===== src/rtl/uart_tx_frame_if.sv =====
// Parallel-side request and serial-side status of the UART frame transmitter.
interface uart_tx_frame_if #(
  parameter int unsigned DATA_WIDTH = 8
) ();

  logic [DATA_WIDTH-1:0] i_par_data;
  logic                  i_data_valid;
  logic                  i_par_en;
  logic                  i_par_typ;
  logic                  o_tx_out;
  logic                  o_busy;

  // Requester side: supplies the word and frame options, watches the line.
  modport master (
    output i_par_data,
    output i_data_valid,
    output i_par_en,
    output i_par_typ,
    input  o_tx_out,
    input  o_busy
  );

  // Transmitter side.
  modport slave (
    input  i_par_data,
    input  i_data_valid,
    input  i_par_en,
    input  i_par_typ,
    output o_tx_out,
    output o_busy
  );

endinterface


===== src/rtl/uart_tx_frame.sv =====
// UART frame transmitter: start bit, DATA_WIDTH data bits LSB first, optional parity, stop bit.
// Runs on the bit clock, so every state step is exactly one bit period on the line.
module uart_tx_frame #(
  parameter int unsigned DATA_WIDTH = 8
) (
  input logic             i_clk,
  input logic             i_rst_n,
  uart_tx_frame_if.slave  bus
);

  localparam int unsigned CntW = $clog2(DATA_WIDTH);
  localparam logic [CntW-1:0] CntMax = CntW'(DATA_WIDTH - 1);

  typedef enum logic [2:0] {
    StIdle,
    StStart,
    StData,
    StParity,
    StStop
  } state_e;

  state_e                state_q, state_d;
  logic                  tx_q, tx_d;
  logic                  busy_q, busy_d;
  logic [CntW-1:0]       cnt_q, cnt_d;
  logic [DATA_WIDTH-1:0] shift_q, shift_d;
  logic                  par_en_q, par_en_d;
  logic                  par_bit_q, par_bit_d;

  // State, line and frame-latch registers; synchronous active-low reset aborts any frame.
  always_ff @(posedge i_clk) begin
    if (!i_rst_n) begin
      state_q   <= StIdle;
      tx_q      <= 1'b1;
      busy_q    <= 1'b0;
      cnt_q     <= '0;
      shift_q   <= '0;
      par_en_q  <= 1'b0;
      par_bit_q <= 1'b0;
    end else begin
      state_q   <= state_d;
      tx_q      <= tx_d;
      busy_q    <= busy_d;
      cnt_q     <= cnt_d;
      shift_q   <= shift_d;
      par_en_q  <= par_en_d;
      par_bit_q <= par_bit_d;
    end
  end

  // Next-state logic; tx_d is the bit that will be on the line during the next bit period.
  always_comb begin
    state_d   = state_q;
    tx_d      = tx_q;
    busy_d    = busy_q;
    cnt_d     = cnt_q;
    shift_d   = shift_q;
    par_en_d  = par_en_q;
    par_bit_d = par_bit_q;

    unique case (state_q)
      StIdle: begin
        tx_d   = 1'b1;
        busy_d = 1'b0;
        if (bus.i_data_valid) begin
          // Everything the frame needs is captured here so later input changes are ignored.
          shift_d   = bus.i_par_data;
          par_en_d  = bus.i_par_en;
          par_bit_d = (^bus.i_par_data) ^ bus.i_par_typ;
          tx_d      = 1'b0;
          busy_d    = 1'b1;
          state_d   = StStart;
        end
      end
      StStart: begin
        tx_d    = shift_q[0];
        shift_d = shift_q >> 1;
        cnt_d   = '0;
        state_d = StData;
      end
      StData: begin
        // cnt_q indexes the data bit currently on the line.
        if (cnt_q == CntMax) begin
          cnt_d = '0;
          if (par_en_q) begin
            tx_d    = par_bit_q;
            state_d = StParity;
          end else begin
            tx_d    = 1'b1;
            state_d = StStop;
          end
        end else begin
          tx_d    = shift_q[0];
          shift_d = shift_q >> 1;
          cnt_d   = cnt_q + CntW'(1);
        end
      end
      StParity: begin
        tx_d    = 1'b1;
        state_d = StStop;
      end
      StStop: begin
        tx_d    = 1'b1;
        busy_d  = 1'b0;
        state_d = StIdle;
      end
      default: begin
        tx_d    = 1'b1;
        busy_d  = 1'b0;
        state_d = StIdle;
      end
    endcase
  end

  assign bus.o_tx_out = tx_q;
  assign bus.o_busy   = busy_q;

endmodule


===== src/flat_wrapper.sv =====
// flat-port wrapper written by rule: the top's interface ports become plain ports
module uart_tx_frame_flat 
#(
  parameter int unsigned DATA_WIDTH = 8
)
  (i_clk, i_rst_n, bus_i_par_data, bus_i_data_valid, bus_i_par_en, bus_i_par_typ, bus_o_tx_out, bus_o_busy);
  uart_tx_frame_if #(.DATA_WIDTH(DATA_WIDTH)) bus_i ();
  input logic i_clk;
  input logic i_rst_n;
  input wire logic [$bits(bus_i.i_par_data)-1:0] bus_i_par_data;
  input wire logic [$bits(bus_i.i_data_valid)-1:0] bus_i_data_valid;
  input wire logic [$bits(bus_i.i_par_en)-1:0] bus_i_par_en;
  input wire logic [$bits(bus_i.i_par_typ)-1:0] bus_i_par_typ;
  output wire logic [$bits(bus_i.o_tx_out)-1:0] bus_o_tx_out;
  output wire logic [$bits(bus_i.o_busy)-1:0] bus_o_busy;
  assign bus_i.i_par_data = bus_i_par_data;
  assign bus_i.i_data_valid = bus_i_data_valid;
  assign bus_i.i_par_en = bus_i_par_en;
  assign bus_i.i_par_typ = bus_i_par_typ;
  assign bus_o_tx_out = bus_i.o_tx_out;
  assign bus_o_busy = bus_i.o_busy;
  uart_tx_frame #(.DATA_WIDTH(DATA_WIDTH)) u_core (.i_clk(i_clk), .i_rst_n(i_rst_n), .bus(bus_i));
endmodule

===== config.mk =====
export PLATFORM = sky130hd
export DESIGN_NAME = uart_tx_frame_flat
export DESIGN_NICKNAME = d
export VERILOG_FILES = /design/src/rtl/uart_tx_frame_if.sv /design/src/rtl/uart_tx_frame.sv /design/src/flat_wrapper.sv
export SDC_FILE = /design/constraint.sdc
export NUM_CORES = 1
export LEC_CHECK = 0
export ABC_AREA = 1
export BUFFER_PORTS_ARGS = -buffer_cell sky130_fd_sc_hd__buf_2
export CAP_MARGIN = 20
export CORE_MARGIN = 4
export CORE_UTILIZATION = 58
export DETAILED_ROUTE_END_ITERATION = 10
export PLACE_DENSITY = 0.8
export SYNTH_ARGS = -nofsm -noshare
export SYNTH_HDL_FRONTEND = slang
export SYNTH_SLANG_ARGS = --single-unit

===== constraint.sdc =====
create_clock -name i_clk -period 4.85 [get_ports i_clk]
set_clock_uncertainty 0.2 [all_clocks]
set_input_delay 0.485 -clock i_clk [delete_from_list [all_inputs] [get_ports i_clk]]
set_output_delay 0.485 -clock i_clk [all_outputs]
set_load 0.01 [all_outputs]

; ---- After elaboration in Yosys (flattened, before gate mapping)
; Index checks and enable logic that the tools add are counted.
[word_totals]
out_inout_bits = 2
in_bits = 13
reg_bits = 18
[op_classes]
muxes = 15
n_reduce_logical = 8
n_addsub = 1
eq_ne = 7
n_bitwise = 1
[ops]
columns = operator, n
row1 = $pmux 8 s3, 1
row2 = $mux 8, 2
row3 = $mux 3, 4
row4 = $pmux 3 s4, 1
row5 = $reduce_xor 8->1, 1
row6 = $eq 3x2->1 const B, 2
row7 = $pmux 3 s2, 1
row8 = $mux 1, 4
row9 = $ne 2x2->1 const B, 2
row10 = $reduce_and 2->1, 2
row11 = $add 3x1->3 const B, 1
row12 = $eq 3x1->1 const B, 1
row13 = $eq 3x3->1 const B, 1
row14 = $logic_not 3->1, 1
row15 = $pmux 1 s3, 1
row16 = $reduce_and 3->1, 1
row17 = $reduce_bool 3->1, 1
row18 = $reduce_or 3->1, 1
row19 = $ne 2x1->1 const B, 1
row20 = $pmux 1 s2, 1
row21 = $reduce_bool 2->1, 1
row22 = $xor 1x1->1, 1

; ---- Depth between registers and ports, before layout
; Gate-level depths: netlist (run 1).
[logic_depth]
ltp_word = 3
depth_mapped = 10
depth_no_buf = 10

; ---- Worst setup path before layout (run 1)
; OpenSTA, ideal clock, no wires.
[synth_path]
path_type = register to register
startpoint = reg u_core.cnt_q[0]
endpoint = reg u_core.shift_q[0]
setup_ps = 116
arrival_time_ps = 1232
path_stages_with_launch = 9
path_buffers = 0
path_slack_ps = 3302
cell_sequence = dfxtp_1 -> ha_1 -> ha_1 -> inv_1 -> nand2_4 -> a21oi_4 -> inv_2 -> nor2_1 -> nor2_1
[synth_via]
elab_chain_len = 3
[synth_lines]
columns = element, line_no
row1 = from (decl), uart_tx_frame.sv:25  ; logic [CntW-1:0] cnt_q, cnt_d;
row2 = from (signal assigned), uart_tx_frame.sv:44  ; cnt_q <= cnt_d;
row3 = $eq 3x3->1, uart_tx_frame.sv:83  ; if (cnt_q == CntMax) begin
row4 = $ne 2x2->1 (no line), -
row5 = $reduce_and 3->1 (no line), -
row6 = to (signal assigned), uart_tx_frame.sv:45  ; shift_q <= shift_d;
row7 = to (decl), uart_tx_frame.sv:26  ; logic [DATA_WIDTH-1:0] shift_q, shift_d;
; No other way between the ends.
; A chain may end at the register's enable or synchronous reset.

; ---- Worst setup path after layout (run 1)
[layout_path]
startpoint = reg u_core.cnt_q[0]
endpoint = reg u_core.shift_q[1]
; Same word-level chain as after synthesis.

==> results of run 1 <==
[worst min-delay path by stage]
stage                            to  slack (ns)  depth (start not counted)
global route        u_core.cnt_q[2]        0.29                          2
floorplan           u_core.cnt_q[0]        0.23                          1
global placement    u_core.cnt_q[0]        0.24                          1
finish              u_core.par_en_q        0.28                          3
detailed placement  u_core.cnt_q[2]        0.26                          2
CTS                 u_core.cnt_q[2]        0.28                          2
[stage by stage]
step	hold slack, ns	area (um^2)	utilization [%]
final	0.280	1080	70.2
after global routing	0.290	1080	70.2
after CTS	0.278	1080	70.2
after detailed placement	0.262	1050	67.9
after global placement	0.237	1050	67.9
after floorplan	0.229	971	-
[final cells by class]
type / count / area, um^2 / share of cell area, %
clock buffer: 4 / 36.3 / 3.35
inverter: 23 / 86.3 / 7.98
multi-input combinational: 104 / 509 / 47.1
sequential: 18 / 360 / 33.3
tap: 16 / 20.0 / 1.85
timing repair buffer: 14 / 70.1 / 6.47
[registers in the layout (all words and copies together) (netlist names)]
name,cells
u_core.state_q,3
u_core.shift_q,8
u_core.par_en_q,1
u_core.par_bit_q,1
u_core.cnt_q,3
u_core.bus.o_tx_out,1
u_core.bus.o_busy,1
[power groups by stage]
stage | sequential [mW] | combinational (mW) | clock [mW]
after CTS | 0.228 | 0.294 | 0.0923
after global placement | 0.231 | 0.281 | 0
after detailed placement | 0.231 | 0.292 | 0
final | 0.228 | 0.294 | 0.0912
after floorplan | 0.228 | 0.241 | 0
after global routing | 0.234 | 0.337 | 0.103
[worst reg2reg max path: stages, from the launching register on]
cell and delay (ns):
dfxtp_1 0.34, ha_1 0.20, ha_1 0.17, inv_1 0.08, nand2_4 0.08, a21oi_4 0.24
inv_2 0.12, nor2_1 0.13, nor2_1 0.05
[kinds of logic (layout without fill, tap and decap cells)]
kind of cell | Yosys count | in the layout | share of synthesized area, %
AND/OR/NAND/NOR | 73 | 73 | 32.6
AO/OA/AOI/OAI | 28 | 28 | 16.4
buffers and inverters | 25 | 41 | 10.4
flip-flops | 18 | 18 | 37.1
adder cells (fa/ha/maj) | 2 | 2 | 2.58
XOR/XNOR | 1 | 1 | 0.902
[layout by cell type (no fill, tap or decap), types with 2 or more instances in the layout]
cell | synthesis | layout
nand2_1 | 42 | 42
inv_1 | 21 | 21
nor2_1 | 20 | 20
dfxtp_1 | 18 | 18
o21ai_0 | 16 | 16
buf_2 | 0 | 14
a21oi_1 | 8 | 8
nand3_1 | 4 | 4
clkbuf_4 | 0 | 3
nor2_4 | 2 | 2
nand2_4 | 2 | 2
inv_2 | 2 | 2
o211ai_1 | 2 | 2
ha_1 | 2 | 2
[per-layer routing]
metal | wire (um) | share of wire (%) | GRT usage (%)
met5 | 0 | 0 | 0
met4 | 0 | 0 | 1.35
met3 | 105 | 5.4 | 2.75
met2 | 969 | 50 | 30.2
met1 | 863 | 45 | 21.3
==> results.md, run 1 <==
* Via count normalized by instance count at between 5 and 6
* H-tree depth at 1
* Netlist area before placement at 971 um^2
* Cell at the root of the clock tree: clkbuf_4
* DIE AREA at ~0.0024 mm^2
* Worst-path cell chain: ha_1 > ha_1 > inv_1 > nand2_4 > a21oi_4 > inv_2 > nor2_1 > nor2_1
* Estimated wirelength of the detail-placed design at around 1600 um
* Count of synthesis-stage warnings from yosys at 0
* Placement row count at 14
* Most area-hungry cell type in the Yosys netlist: dfxtp_1
* Total instance count after detailed placement at 175
* Unrepaired setup endpoints after global routing: false
* Most common flop cell mapped by yosys: dfxtp_1
* Final-stage net count at 179
* Area share of the largest cell type after synthesis at a little under two fifths
* Core Box Area at approximately 0.0015 mm^2
* Total clock sinks at 18
* Height of the die at approximately 50 um
* Fraction of registers with async set/reset at 0%
* Chip width at 48.9 um
* Number of gates resized after CTS at 0
* Cell type group with the largest total delay on the critical path: adder cells
* Syn Nets at between 150 and 200
* Max Slew Vio Count at 0
* Distinct cell type count of the synthesized netlist at 20
* Effective utilization at floorplan at between 60% and 70%
* Filler Cell Count at about 130
* Antenna diode count at 0
* Place WS at approximately 3.2 ns
* TritonCTS clock tree: built
* Via count of the routed design at slightly above 900
* Tightest slew margin relative to the limit at a little over four fifths
* Number of post-CTS setup repair buffers at 0
* Max stage delay cell, worst path: dfxtp_1
* Class of the most critical setup path: reg2reg
* Final GP Congestion at 0.865
* Sequential share of the synthesized area at a little under two fifths
* Depth of the worst register-to-register path at 8
* Overall power consumption at about 0.61 mW
* Proportion of layout cells with a drive suffix above 1 at between 10% and 20%
* Pre-antenna DRT Iters at 4
* Post-synth top cells: 42 x nand2_1, 21 x inv_1, 20 x nor2_1, 18 x dfxtp_1, 16 x o21ai_0
* Hold-fix buffer count after cts at 0
* Most frequent cell after synthesis: nand2_1
* Maximum operating frequency at around 580 MHz
* Routed wire per std cell at between 10 and 15 um
* First-pass GRT wire length at roughly 3300 um
* Via count of the first global-routing pass at approximately 830
* Area Growth Syn to Fin at 11.5%
* Main area contributors after synthesis: dfxtp_1 37%, nand2_1 16%, o21ai_0 8.2%
* Hold violation total from the final report at 0
* Register bit count reported by yosys at 18
* Peak VDD IR at about 0.33 mV
* Clock insertion delay at the later pin of the skew report at 0.28 ns
* Final cycle utilization of the critical path at 35.4%
* Register-to-register setup slack at 3.13 ns
* Type of destination of the critical path: register
* Net Sw Frac at between 40% and 50%
* Internal power of the cells at 0.340 mW
* Antenna violations before repair at 0
* Lkg Pwr at roughly 0.57 nW
* Cells after synthesis at approximately 150
* Total DRC errors in the routed layout at 0
* Class of the tightest hold or removal check: in2reg
* Data required time of the critical path at slightly below 5 ns
* Crit path launch type: register
* Number of buffer and inverter stages on the critical path at 2
* Clock Path Buffers at 2
* Iteration-0 DRC count of the detailed router at 23
* Part of the total power dissipated in the clock network at between 10% and 20%
* Final Non-Filler Cells at about 180
* Transition time of the tightest slew-check pin at 0.234 ns
* Largest incremental delay on the critical path at 0.34 ns
* Number of buffers inserted by port buffering at 14
* Global routing usage summed across all routing layers at between 10% and 20%
* R2r startpoint: u_core.cnt_q[0]
* Critical R2R Capture: u_core.shift_q[1]
* Number of primary I/O pins at 15
* Detailed-route wire length at 1940 um
* Hold_sp: bus_i_par_en
* Switching power total at 0.274 mW
* Setup TNS at 0 ns
* Worst setup path start: u_core.cnt_q[0]
* Data arrival time of the critical path at between 1.5 and 2 ns
* Count of flip-flops with a built-in enable after synthesis at 0
* End point of the critical path: u_core.shift_q[1]
* Outcome: finished, final reports clean
* Pin count of the biggest net entering global routing at 16
* Sequential share of power at between 30% and 40%
* GR Overflow Total at 0
* Comb power frac at a little under half
* Clock-pin slew on the worst setup and hold paths at roughly 0.10 ns
* Final Worst Setup Slack at between 3 and 4 ns
* Number of CTS-inserted buffers at 3
* PwrDens at between 500 and 600 mW/mm^2
* Maxcap violations at 0
* Post-synthesis area per instance at ~6.6 um^2
* Largest fanout on the critical path at 9
* Count of antenna-violating nets left after detailed routing at 0
* Levels on crit path at 8
* Total setup violations reported at the end of the flow at 0
* Final critical-path required period at about 1.7 ns
Power figures use the tool's default switching activity.
==> inputs of run 2 (changes only) <==
--- a/config.mk
+++ b/config.mk
@@ -9,9 +9,9 @@
 export BUFFER_PORTS_ARGS = -buffer_cell sky130_fd_sc_hd__buf_2
 export CAP_MARGIN = 20
 export CORE_MARGIN = 4
-export CORE_UTILIZATION = 58
+export CORE_UTILIZATION = 49
 export DETAILED_ROUTE_END_ITERATION = 10
-export PLACE_DENSITY = 0.8
+export PLACE_DENSITY = 0.72
 export SYNTH_ARGS = -nofsm -noshare
 export SYNTH_HDL_FRONTEND = slang
 export SYNTH_SLANG_ARGS = --single-unit
==> constraint.sdc (replaced) <==
create_clock -name i_clk -period 1.39 [get_ports i_clk]
set_clock_uncertainty 0.2 [all_clocks]
set_input_delay 0.139 -clock i_clk [delete_from_list [all_inputs] [get_ports i_clk]]
set_output_delay 0.139 -clock i_clk [all_outputs]
set_load 0.01 [all_outputs]
==> results.md, run 2 (synthesis results as in run 1) <==
* Outcome: finished, violations left (was finished, final reports clean)
* Failing checks: setup timing
* GR Overflow Total at 0 (unchanged)
* Cell at the root of the clock tree: clkbuf_4 (unchanged)
* Data required time of the critical path at 1.38 ns (was 4.84 ns)
* Final GP Congestion at 0.788 (was 0.865)
* Total clock sinks at 18 (unchanged)
* PwrDens at 1980 mW/mm^2 (was 567 mW/mm^2)
* First-pass GRT wire length at 3590 um (was 3320 um)
* Type of destination of the critical path: register (unchanged)
* Worst hold slack after final layout at 0.0509 ns (was 0.280 ns)
* Maxcap violations at 0 (unchanged)
* Lkg Pwr at 0.643 nW (was 0.565 nW)
* Core Box Area at 0.00180 mm^2 (was 0.00154 mm^2)
* Max Slew Vio Count at 0 (unchanged)
* Area Growth Syn to Fin at 35.7% (was 11.5%)
* Total setup violations reported at the end of the flow at 11 (was 0)
* Iteration-0 DRC count of the detailed router at 20 (was 23)
* Chip width at 52.5 um (was 48.9 um)
* Total DRC errors in the routed layout at 0 (unchanged)
* Pin count of the biggest net entering global routing at 13 (was 16)
* Largest fanout on the critical path at 8 (was 9)
* Setup TNS at -1.20 ns (was 0 ns)
* Overall power consumption at 2.61 mW (was 0.613 mW)
* Peak VDD IR at 1.54 mV (was 0.334 mV)
* Estimated wirelength of the detail-placed design at 1600 um (was 1560 um)
* Most common library cell in the layout ignoring fill and taps: nand2_1 (unchanged)
* Hold violation total from the final report at 0 (unchanged)
* Register-to-register setup slack at -0.15 ns (was 3.13 ns)
* Clock Path Buffers at 2 (unchanged)
* Placed standard-cell area at 0.00118 mm^2 (was 0.00105 mm^2)
* Height of the die at 52.5 um (was 48.9 um)
* Clock-pin slew on the worst setup and hold paths at 0.10 ns (about the same)
* Final-stage net count at 194 (was 179)
* Class of the tightest hold or removal check: in2reg (unchanged)
* Proportion of layout cells with a drive suffix above 1 at 33.9% (was 16.0%)
* Antenna diode count at 0 (unchanged)
* Final Non-Filler Cells at 202 (was 179)
* Via count normalized by instance count at 4.95 (was 5.15)
* Global routing usage summed across all routing layers at 17.2% (was 16.7%)
* Class of the most critical setup path: reg2reg (unchanged)
* DIE AREA at 0.00276 mm^2 (was 0.00239 mm^2)
* Flip-flop count of the largest register, all copies and words added at 8 (unchanged)
* Pre-antenna DRT Iters at 4 (unchanged)
* Levels on crit path at 8 (unchanged)
* H-tree depth at 1 (unchanged)
* Top Registers: u_core.shift_q x8, u_core.cnt_q x3, u_core.state_q x3 (unchanged)
* Most flop-heavy register: u_core.shift_q (unchanged)
* Data arrival time of the critical path at 1.52 ns (was 1.70 ns)
* Number of primary I/O pins at 15 (unchanged)
* Final Worst Setup Slack at -0.146 ns (was 3.13 ns)
* Max stage delay cell, worst path: dfxtp_2 (was dfxtp_1)
* R2r startpoint: u_core.cnt_q[1] (was u_core.cnt_q[0])
* Clock insertion delay at the later pin of the skew report at 0.29 ns (was 0.28 ns)
* Detailed-route wire length at 2180 um (was 1940 um)
* Total instance count after detailed placement at 194 (was 175)
* Routed wire per std cell at 10.8 um (about the same)
* Antenna violations before repair at 0 (unchanged)
* Effective utilization at floorplan at 53.9% (was 63.0%)
* Number of CTS-inserted buffers at 3 (unchanged)
* TritonCTS clock tree: built (unchanged)
* Crit path launch type: register (unchanged)
* Critical R2R Capture: u_core.shift_q[1] (unchanged)
* Number of buffer and inverter stages on the critical path at 2 (unchanged)
* Final cycle utilization of the critical path at 110% (was 35.4%)
* Largest incremental delay on the critical path at 0.35 ns (was 0.34 ns)
* Hold Path Stages at 5 (was 3)
* Depth of the worst register-to-register path at 8 (unchanged)
* Worst-path cell chain: ha_4 > ha_4 > inv_2 > nand2_4 > a21oi_4 > inv_4 > nor2_1 > nor2_1 (was ha_1 > ha_1 > inv_1 > nand2_4 > a21oi_4 > inv_2 > nor2_1 > nor2_1)
* Cell type group with the largest total delay on the critical path: flip-flops (was adder cells)
* Top library cells by usage in the layout, fill and taps aside: 38 x nand2_1, 18 x inv_1, 16 x o21ai_0 (was 42 x nand2_1, 21 x inv_1, 20 x nor2_1)
* Via count of the first global-routing pass at 927 (was 826)
* Transition time of the tightest slew-check pin at 0.291 ns (was 0.234 ns)
* End point of the critical path: u_core.shift_q[1] (unchanged)
* Final critical-path required period at 1.54 ns (was 1.72 ns)
* Cell area after layout at 0.00132 mm^2 (was 0.00108 mm^2)
* Tightest slew margin relative to the limit at 80.6% (was 84.4%)
* Unrepaired setup endpoints after global routing: true (was false)
* Maximum operating frequency at 651 MHz (was 582 MHz)
* Number of buffers inserted by port buffering at 14 (unchanged)
* Via count of the routed design at 999 (was 921)
* Placement row count at 15 (was 14)
* Worst setup path start: u_core.cnt_q[1] (was u_core.cnt_q[0])
* Count of antenna-violating nets left after detailed routing at 0 (unchanged)
[run 2: metrics by stage]
step	util [%]	setup WS [ns]
5_1_grt	73.1	-0.215
4_1_cts	69.9	-0.122
6_report	73.1	-0.146
3_5_place_dp	65.8	-0.184
3_3_place_gp	65.8	-0.159
2_1_floorplan	-	-0.0863
[run 2: worst reg2reg max path: cells and delay by family, from the launching register on]
family | cells | cell delay [ns]
AO/OA/AOI/OAI | 1 | 0.23
adder cells (fa/ha/maj) | 2 | 0.31
buffers and inverters | 2 | 0.15
flip-flops | 1 | 0.35
AND/OR/NAND/NOR | 3 | 0.21
[run 2: power by group]
| group | internal, mW | switching [mW] |
|---|---|---|
| registers | 0.697 | 0.116 |
| clock network | 0.101 | 0.157 |
| logic | 0.686 | 0.857 |
| total | 1.48 | 1.13 |
[run 2: what timing repair did]
item	4_1_cts	5_1_grt
setup endpoints to repair	15	17
hold endpoints to repair	12	0
hold buffers	3	0
gates cloned	1	0
resized for setup	6	15
pin swaps	2	7
buffers inserted	0	1
[run 2: how the worst min path moves through the flow]
stage                             end               from
floorplan            u_core.par_bit_q            i_rst_n
global placement      u_core.par_en_q       bus_i_par_en
detailed placement    u_core.par_en_q       bus_i_par_en
CTS                 u_core.shift_q[4]  bus_i_par_data[4]
global route          u_core.par_en_q   bus_i_data_valid
finish              u_core.bus.o_busy   bus_i_data_valid
[run 2: final cells by class]
| type | count | area (um^2) |
|---|---|---|
| Inverter | 23 | 88.8 |
| Tap cell | 25 | 31.3 |
| Sequential cell | 18 | 365 |
| Timing Repair Buffer | 28 | 216 |
| Clock buffer | 3 | 22.5 |
| Fill cell | 163 | 484 |
| Multi-Input combinational cell | 105 | 593 |
[run 2: metal layers]
metal	global-route usage [%]	part of all wire [%]	vias to the layer above
met5	0	0	-
met4	3.83	0.37	0
met3	4.27	3.6	2
met2	31.4	53	15
met1	19.8	43	459
li1	-	-	523
==> inputs of run 3 (changes only) <==
--- a/config.mk
+++ b/config.mk
@@ -9,9 +9,10 @@
 export BUFFER_PORTS_ARGS = -buffer_cell sky130_fd_sc_hd__buf_2
 export CAP_MARGIN = 20
 export CORE_MARGIN = 4
-export CORE_UTILIZATION = 49
+export CORE_UTILIZATION = 30
 export DETAILED_ROUTE_END_ITERATION = 10
-export PLACE_DENSITY = 0.72
+export PLACE_DENSITY = 0.47
+export SKIP_LAST_GASP = 1
 export SYNTH_ARGS = -nofsm -noshare
 export SYNTH_HDL_FRONTEND = slang
 export SYNTH_SLANG_ARGS = --single-unit
==> constraint.sdc (replaced) <==
create_clock -name i_clk -period 1.9 [get_ports i_clk]
set_clock_uncertainty 0.2 [all_clocks]
set_input_delay 0.19 -clock i_clk [delete_from_list [all_inputs] [get_ports i_clk]]
set_output_delay 0.19 -clock i_clk [all_outputs]
set_load 0.01 [all_outputs]
==> results.md, run 3 (synthesis results as in run 1) <==
* Final critical-path required period at 1.74 ns (was 1.54 ns)
* First-pass GRT wire length at 3800 um (was 3590 um)
* Net Sw Frac at 44.4% (was 43.3%)
* Core Box Area at 0.00308 mm^2 (was 0.00180 mm^2)
* Lkg Pwr at 0.574 nW (was 0.643 nW)
* Tightest slew margin relative to the limit at 81.3% (was 80.6%)
* Flip-flop count of the largest register, all copies and words added at 8 (unchanged)
* GR Overflow Total at 0 (unchanged)
* Sequential share of power at 37.4% (was 31.1%)
* Count of antenna-violating nets left after detailed routing at 0 (unchanged)
* Switching power total at 0.693 mW (was 1.13 mW)
* Peak VDD IR at 0.546 mV (was 1.54 mV)
* Comb power frac at 47.5% (was 59.0%)
* Pre-antenna DRT Iters at 2 (was 4)
* Maxcap violations at 0 (unchanged)
* Setup TNS at 0 ns (was -1.20 ns)
* Number of CTS-inserted buffers at 3 (unchanged)
* Placement row count at 20 (was 15)
* Overall power consumption at 1.56 mW (was 2.61 mW)
* Place WS at 0.184 ns (was -0.184 ns)
* Crit path launch type: register (unchanged)
* Routed wire per std cell at 10.0 um (was 10.8 um)
* Estimated wirelength of the detail-placed design at 1630 um (was 1600 um)
* Largest fanout on the critical path at 9 (was 8)
* Class of the tightest hold or removal check: in2reg (unchanged)
* TritonCTS clock tree: built (unchanged)
* Via count normalized by instance count at 4.35 (was 4.95)
* Unrepaired setup endpoints after global routing: false (was true)
* Global routing usage summed across all routing layers at 11.5% (was 17.2%)
* Total setup violations reported at the end of the flow at 0 (was 11)
* Clock-pin slew on the worst setup and hold paths at 0.10 ns (about the same)
* Final GP Congestion at 0.788 (about the same)
* Number of buffers inserted by port buffering at 14 (unchanged)
* Iteration-0 DRC count of the detailed router at 50 (was 20)
* Proportion of layout cells with a drive suffix above 1 at 15.8% (was 33.9%)
* Antenna diode count at 0 (unchanged)
* Final cycle utilization of the critical path at 91.5% (was 110%)
* Via count of the first global-routing pass at 902 (was 927)
* Final Worst Setup Slack at 0.162 ns (was -0.146 ns)
* Transition time of the tightest slew-check pin at 0.279 ns (was 0.291 ns)
* Chip width at 64.9 um (was 52.5 um)
* Outcome: finished, final reports clean (was finished, violations left)
* Total DRC errors in the routed layout at 0 (unchanged)
* Final-stage net count at 181 (was 194)
* Antenna violations before repair at 0 (unchanged)
* Number of primary I/O pins at 15 (unchanged)
* Data required time of the critical path at 1.89 ns (was 1.38 ns)
* Area Growth Syn to Fin at 17.1% (was 35.7%)
* Data arrival time of the critical path at 1.73 ns (was 1.52 ns)
* Height of the die at 64.9 um (was 52.5 um)
* Part of the total power dissipated in the clock network at 15.1% (was 9.9%)
* Hold_sp: bus_i_par_data[4] (was bus_i_data_valid)
* Clock Path Buffers at 2 (unchanged)
* Most flop-heavy register: u_core.shift_q (unchanged)
* DIE AREA at 0.00421 mm^2 (was 0.00276 mm^2)
* Worst setup path start: u_core.cnt_q[0] (was u_core.cnt_q[1])
* Cell at the root of the clock tree: clkbuf_4 (unchanged)
* Filler Cell Count at 356 (was 163)
* R2r startpoint: u_core.cnt_q[0] (was u_core.cnt_q[1])
* PwrDens at 1370 mW/mm^2 (was 1980 mW/mm^2)
* H-tree depth at 1 (unchanged)
* Hold violation total from the final report at 0 (unchanged)
* Internal power of the cells at 0.869 mW (was 1.48 mW)
* Detailed-route wire length at 2090 um (was 2180 um)
* Pin count of the biggest net entering global routing at 16 (was 13)
* Clock insertion delay at the later pin of the skew report at 0.29 ns (about the same)
* Top library cells by usage in the layout, fill and taps aside: 42 x nand2_1, 21 x inv_1, 20 x nor2_1 (was 38 x nand2_1, 18 x inv_1, 16 x o21ai_0)
* Class of the most critical setup path: reg2reg (unchanged)
* Type of destination of the critical path: register (unchanged)
* Maximum operating frequency at 576 MHz (was 651 MHz)
* Via count of the routed design at 910 (was 999)
* Number of post-CTS setup repair buffers at 0 (unchanged)
* Top Registers: u_core.shift_q x8, u_core.cnt_q x3, u_core.state_q x3 (unchanged)
* Effective utilization at floorplan at 31.5% (was 53.9%)
* Max Slew Vio Count at 0 (unchanged)
* Most common library cell in the layout ignoring fill and taps: nand2_1 (unchanged)
* Total clock sinks at 18 (unchanged)
-- run 3: path summary, 6_finish.rpt --
check / endpoint / slack (ns) / cells past startpoint
setup / recovery: u_core.shift_q[0] / 0.16 / 8
hold / removal: u_core.shift_q[4] / 0.03 / 5
hold reg to reg: u_core.cnt_q[0] / 0.27 / 1
setup reg to reg: u_core.shift_q[0] / 0.16 / 8
-- run 3: per-layer routing --
| metal | GRT usage [%] | vias to the layer above | wire length, um | part of all wire [%] |
|---|---|---|---|---|
| met5 | 0 | - | 0 | 0 |
| met4 | 3.17 | 0 | 11 | 0.53 |
| met3 | 3.64 | 2 | 69 | 3.3 |
| met2 | 19.4 | 9 | 956 | 46 |
| met1 | 13.8 | 403 | 1050 | 50 |
| li1 | - | 496 | - | - |
-- run 3: layout make-up --
| type | instances | area (um^2) | share of cell area, % |
|---|---|---|---|
| Inverter | 23 | 86.3 | 7.59 |
| Multi-Input combinational cell | 104 | 509 | 44.8 |
| Timing Repair Buffer | 16 | 90.1 | 7.92 |
| Clock buffer | 4 | 36.3 | 3.19 |
| Sequential cell | 18 | 360 | 31.7 |
| Tap cell | 44 | 55.1 | 4.84 |
-- run 3: critical path: stages, from the launching register on --
cell and delay, ns:
dfxtp_1 0.34, ha_1 0.20, ha_1 0.18, inv_1 0.09
nand2_4 0.08, a21oi_4 0.25, inv_2 0.12, nor2_1 0.14
nor2_1 0.06
-- run 3: timing repair --
| item | CTS | global route |
|---|---|---|
| gates resized for setup | 0 | 0 |
| hold buffers | 2 | 0 |
| hold endpoints to repair | 2 | 0 |
-- run 3: power by group through the flow --
stage	Combinational, mW	Sequential (mW)	Clock (mW)
finish	0.742	0.584	0.236
global route	0.858	0.602	0.268
CTS	0.752	0.586	0.251
detailed placement	0.746	0.593	0
global placement	0.739	0.591	0
floorplan	0.615	0.581	0
-- run 3: metrics by stage --
stage / instances / util, % / instance area [um^2] / hold slack (ns)
after floorplan: 147 / - / 971 / 0.128
after global placement: 203 / 35.1 / 1080 / 0.240
after detailed placement: 203 / 35.1 / 1080 / 0.262
after CTS: 209 / 37.0 / 1140 / 0.0112
after global routing: 209 / 37.0 / 1140 / 0.0108
final: 209 / 37.0 / 1140 / 0.0267
